===== config.mk =====
export PLATFORM = sky130hd
export DESIGN_NAME = board_mem_arbiter
export DESIGN_NICKNAME = d
export VERILOG_FILES = /design/src/rtl/board_mem_arbiter.sv
export SDC_FILE = /design/constraint.sdc
export NUM_CORES = 1
export LEC_CHECK = 0
export BUFFER_PORTS_ARGS = -buffer_cell sky130_fd_sc_hd__buf_2
export CORE_UTILIZATION = 44
export DETAILED_ROUTE_END_ITERATION = 12
export PLACE_DENSITY_LB_ADDON = 0.1
export SETUP_SLACK_MARGIN = 0.5
export SKIP_LAST_GASP = 1
export SLEW_MARGIN = 40
export SYNTH_ARGS = -nofsm -noshare
export SYNTH_HDL_FRONTEND = slang
export SYNTH_SLANG_ARGS = --single-unit

===== constraint.sdc =====
create_clock -name clk -period 1.99 [get_ports clk]
set_input_delay 0.0995 -clock clk [delete_from_list [all_inputs] [get_ports clk]]
set_output_delay 0.0995 -clock clk [all_outputs]
set_load 0.02 [all_outputs]

===== src/rtl/board_mem_arbiter.sv =====
// Board memory arbiter: round-robin request/grant access to the 64x4 board RAM
// with per-owner bus locking, a hold timeout and tagged read-data return.
module board_mem_arbiter #(
  parameter int MAX_HOLD = 64,
  parameter int CNT_W    = 7
) (
  input  logic        clk,
  input  logic        resetn,
  input  logic [3:0]  req,
  input  logic [3:0]  acc,
  input  logic [3:0]  wren,
  input  logic [23:0] addr,
  input  logic [15:0] wdata,
  output logic [3:0]  grant,
  output logic [1:0]  owner,
  output logic [5:0]  mem_address,
  output logic [3:0]  mem_data,
  output logic        mem_wren,
  input  logic [3:0]  mem_q,
  output logic [3:0]  rdata,
  output logic [3:0]  rvalid,
  output logic        hold_timeout
);

  typedef enum logic [1:0] {
    S_IDLE     = 2'b00,
    S_OWNED    = 2'b01,
    S_HANDOVER = 2'b10
  } state_t;

  localparam logic [CNT_W-1:0] HOLD_MAX = CNT_W'(MAX_HOLD);

  state_t           state_r, state_s;
  logic [3:0]       grant_r, grant_s;
  logic [1:0]       owner_r, owner_s;
  logic [1:0]       ptr_r, ptr_s;
  logic [CNT_W-1:0] cnt_r, cnt_s;
  logic [3:0]       rvalid_r, rvalid_s;
  logic             timeout_r, timeout_s;
  logic             own_req_s, own_acc_s, own_wren_s;
  logic             hold_max_s, others_s;
  logic [2:0]       pick_s;

  function automatic logic [3:0] onehot(input logic [1:0] idx);
    return 4'b0001 << idx;
  endfunction

  // {found, index}: first set request scanning upward from p with wrap
  function automatic logic [2:0] rr_pick(input logic [3:0] r, input logic [1:0] p);
    logic [2:0] res;
    logic [1:0] idx;
    res = 3'b000;
    for (int i = 3; i >= 0; i--) begin
      idx = p + 2'(i);
      if (r[idx]) begin
        res = {1'b1, idx};
      end
    end
    return res;
  endfunction

  // Owner-side request decode and RAM address/data mux
  always_comb begin
    own_req_s  = req[owner_r];
    own_acc_s  = acc[owner_r];
    own_wren_s = wren[owner_r];
    hold_max_s = (MAX_HOLD != 0) && (cnt_r == HOLD_MAX);
    others_s   = |(req & ~grant_r);
    pick_s     = rr_pick(req, ptr_r);
    case (owner_r)
      2'd0:    begin mem_address = addr[5:0];   mem_data = wdata[3:0];   end
      2'd1:    begin mem_address = addr[11:6];  mem_data = wdata[7:4];   end
      2'd2:    begin mem_address = addr[17:12]; mem_data = wdata[11:8];  end
      2'd3:    begin mem_address = addr[23:18]; mem_data = wdata[15:12]; end
      default: begin mem_address = 6'd0;        mem_data = 4'd0;         end
    endcase
  end

  // Arbitration FSM next state, write enable and read tagging
  always_comb begin
    state_s   = state_r;
    grant_s   = grant_r;
    owner_s   = owner_r;
    ptr_s     = ptr_r;
    cnt_s     = cnt_r;
    rvalid_s  = 4'b0000;
    timeout_s = 1'b0;
    mem_wren  = 1'b0;
    case (state_r)
      S_IDLE, S_HANDOVER: begin
        grant_s = 4'b0000;
        if (pick_s[2]) begin
          state_s = S_OWNED;
          grant_s = onehot(pick_s[1:0]);
          owner_s = pick_s[1:0];
          cnt_s   = CNT_W'(0);
        end else begin
          state_s = S_IDLE;
        end
      end
      S_OWNED: begin
        mem_wren = own_req_s & own_acc_s & own_wren_s;
        // a read in the final owned cycle is still returned during handover
        if (own_req_s && own_acc_s && !own_wren_s) begin
          rvalid_s = onehot(owner_r);
        end else begin
          rvalid_s = 4'b0000;
        end
        if (!own_req_s) begin
          state_s = S_HANDOVER;
          grant_s = 4'b0000;
          ptr_s   = owner_r + 2'd1;
        end else if (hold_max_s && others_s) begin
          state_s   = S_HANDOVER;
          grant_s   = 4'b0000;
          ptr_s     = owner_r + 2'd1;
          timeout_s = 1'b1;
        end else if (cnt_r != HOLD_MAX) begin
          cnt_s = cnt_r + CNT_W'(1);
        end else begin
          cnt_s = cnt_r;
        end
      end
      default: begin
        state_s = S_IDLE;
        grant_s = 4'b0000;
      end
    endcase
  end

  // State and registered outputs
  always_ff @(posedge clk or negedge resetn) begin
    if (!resetn) begin
      state_r   <= S_IDLE;
      grant_r   <= 4'b0000;
      owner_r   <= 2'b00;
      ptr_r     <= 2'b00;
      cnt_r     <= CNT_W'(0);
      rvalid_r  <= 4'b0000;
      timeout_r <= 1'b0;
    end else begin
      state_r   <= state_s;
      grant_r   <= grant_s;
      owner_r   <= owner_s;
      ptr_r     <= ptr_s;
      cnt_r     <= cnt_s;
      rvalid_r  <= rvalid_s;
      timeout_r <= timeout_s;
    end
  end

  assign grant        = grant_r;
  assign owner        = owner_r;
  assign rvalid       = rvalid_r;
  assign hold_timeout = timeout_r;
  assign rdata        = (rvalid_r != 4'b0000) ? mem_q : 4'b0000;

endmodule

==> metrics.cfg <==
[status]
status=completed

[cells_and_area]
final_layout_size_suffix_gt1_share_pct=59.1
final_util_pct=74.7
nFillCells=227
area_delta_synth_final_pct=57.1
final_nets=308
design_area_um2=2340
diodes=0

[clocking]
clock_latency_ns=0.32
clockBufferDepth=2
cts.sink_count=22
cts_buffers=3
clkTransAtPathRegs_ns=0.13
cts_tree=yes
root_buffer=clkbuf_4
h-tree-depth=1

[synthesis]
synth_edf_count=0
synth_area_leaders=dfrtp_1, a222oi_1, mux2i_1
synth.distinct_cells=41
synth_area_per_cell_um2=10.3
ys_seq_area_share_pct=37.0
yosys_register_bits=22
synth_flop_cell=dfrtp_1
synth_area_um2=1490
yosys_warnings=0
synth_top_area_share_pct=37.0
synth.largest_area_cell=dfrtp_1
syn-instance-count=145
syn_nets=210
synthArstFlopShare_pct=100
synthTopCellsByCount=dfrtp_1, inv_1, a222oi_1, mux2i_1, nor2_1
synth_most_common_cell=dfrtp_1

[pwr]
p_leak_nw=1.17
peakVddDrop_uv=798
power_mw=3.35
p_per_area_nw_per_um2=1430

[critical_path]
rr_startpoint=owner[0]
reg2reg_slack_ns=0.07
crit_path_start=owner[0]
arrival_ns=1.89
path_class=reg -> out
worst_ep_required_time_ns=1.89
critPathMaxFanout=8
worstSetupStartpointType=flip-flop
worst_setup_path_end_kind=output port

[global_routing]
grt_pass1_wl_um=6640
grtUsageTotal_pct=25.1
grt_pass1_vias=1395
gr-total-overflow=0
antenna_found_initial=0
grt_max_degree=23

[floorplanning]
rows=20
dieArea_um2=3620
core-area_um2=3130
start_util_pct=47.6
die_width_um=60.1
io_pins=84
dieHeight_um=60.1

[sta]
post-route-min-period_ns=1.99
tightest_slew_ns=0.497
slew_headroom_pct=66.9
fin_crit_sh_pct=100
setup_viol=0
rsz0062_at_grt=true
holdWs_ns=0.170
fmax_ghz=0.503
skew_ns=0.00540
slew_violations=0
hold_viol=0
fin_ws_ns=0.000158

[place]
dp_slack_ns=0.0618
io_buffers=83
gp_congestion=0.795
postPlaceCellArea_um2=2020
hpwl_um=3300

[worst_hold_path]
worstHoldStart=req[3]
hold_path_class=in -> reg

[route]
drc_errors=0
dr.first_iter.drc_count=136
wl_per_cell_um=16.4
first_pass_iters=6
vias=1611
routed_via_density=5.63
finalWirelength_um=4700
ant_nets=0

[run]
cap_violations=0

-- power breakdown --
group	internal, mW	switching [mW]
combinational	1.18	1.16
clock	0.112	0.146
sequential	0.569	0.175
-- area by class of cell --
class / count / area [um2] / share of cell area (%)
clock buffer: 4 / 36.3 / 1.55
tap: 44 / 55.1 / 2.36
multi-input combinational: 99 / 1020 / 43.8
sequential: 22 / 553 / 23.7
timing repair buffer: 98 / 594 / 25.4
inverter: 19 / 73.8 / 3.16
-- cells in the final DEF (no fill, tap or decap), types with 3 or more instances in the layout --
cell,synthesis,final
and2_1,5,5
nand4_1,3,3
mux2_2,3,3
o21ai_0,5,4
ha_1,7,3
a21oi_1,3,3
o211ai_1,3,3
xor2_1,3,3
ha_4,0,3
buf_6,0,5
nor2b_1,4,4
clkbuf_4,0,3
buf_2,0,78
inv_1,19,17
buf_4,0,12
mux2i_2,0,9
nor2_1,8,8
a22o_1,3,3
mux4_2,1,3
a222oi_1,10,10
dfrtp_1,22,20
-- stage by stage --
step / instances / TNS [ns]
after floorplan: 145 / 0
final: 286 / 0
after CTS: 282 / 0
after global placement: 269 / 0
after global routing: 286 / -0.427
after detailed placement: 269 / 0
-- path summary, 6_finish.rpt --
kind / depth (start not counted) / endpoint
worst min-delay path: 4 / grant[0]
min in group asynchronous: 2 / state_r[0]
worst max-delay path: 4 / mem_wren
max in group asynchronous: 2 / owner[1]
worst min register to register: 1 / cnt_r[6]
worst max register to register: 4 / ptr_r[0]
-- critical path: stages (launching register included) --
cell and delay, ns:
dfrtp_2 0.54, mux4_2 0.57, and2_4 0.16, and3_4 0.14
buf_2 0.15
-- registers in the layout, summed over array words and instances (netlist names) --
name	cells
grant	4
rvalid	4
hold_timeout	1
ptr_r	2
cnt_r	7
state_r	2
owner	2
-- what timing repair did --
action                                  CTS  global route
endpoints found under the setup margin   36            37
hold buffers                              1             0
gates resized for setup                  21            16
hold endpoints to repair                 22             0
buffers inserted                          7             4
gates cloned                              1             0
pin swaps                                 5             9
-- logic make-up after synthesis --
family	count (synthesis)	synth area share [%]
simple gates	37	15.3
mux	16	14.0
buf+inv	24	6.06
fa+ha+maj	7	5.89
flops	22	37.0
compound gates	36	19.9
xor+xnor	3	1.77
-- layer usage --
layer  part of all wire [%]  global-route usage, %  vias up  wire (um)
li1                       -                      -      740          -
met1                     38                   33.5      766       1810
met2                     53                   40.0       92       2470
met3                    6.7                   5.41       13        313
met4                    2.2                   8.97        0        102
met5                      0                      0        -          0
Note: power is estimated with default switching activity, not from simulation.
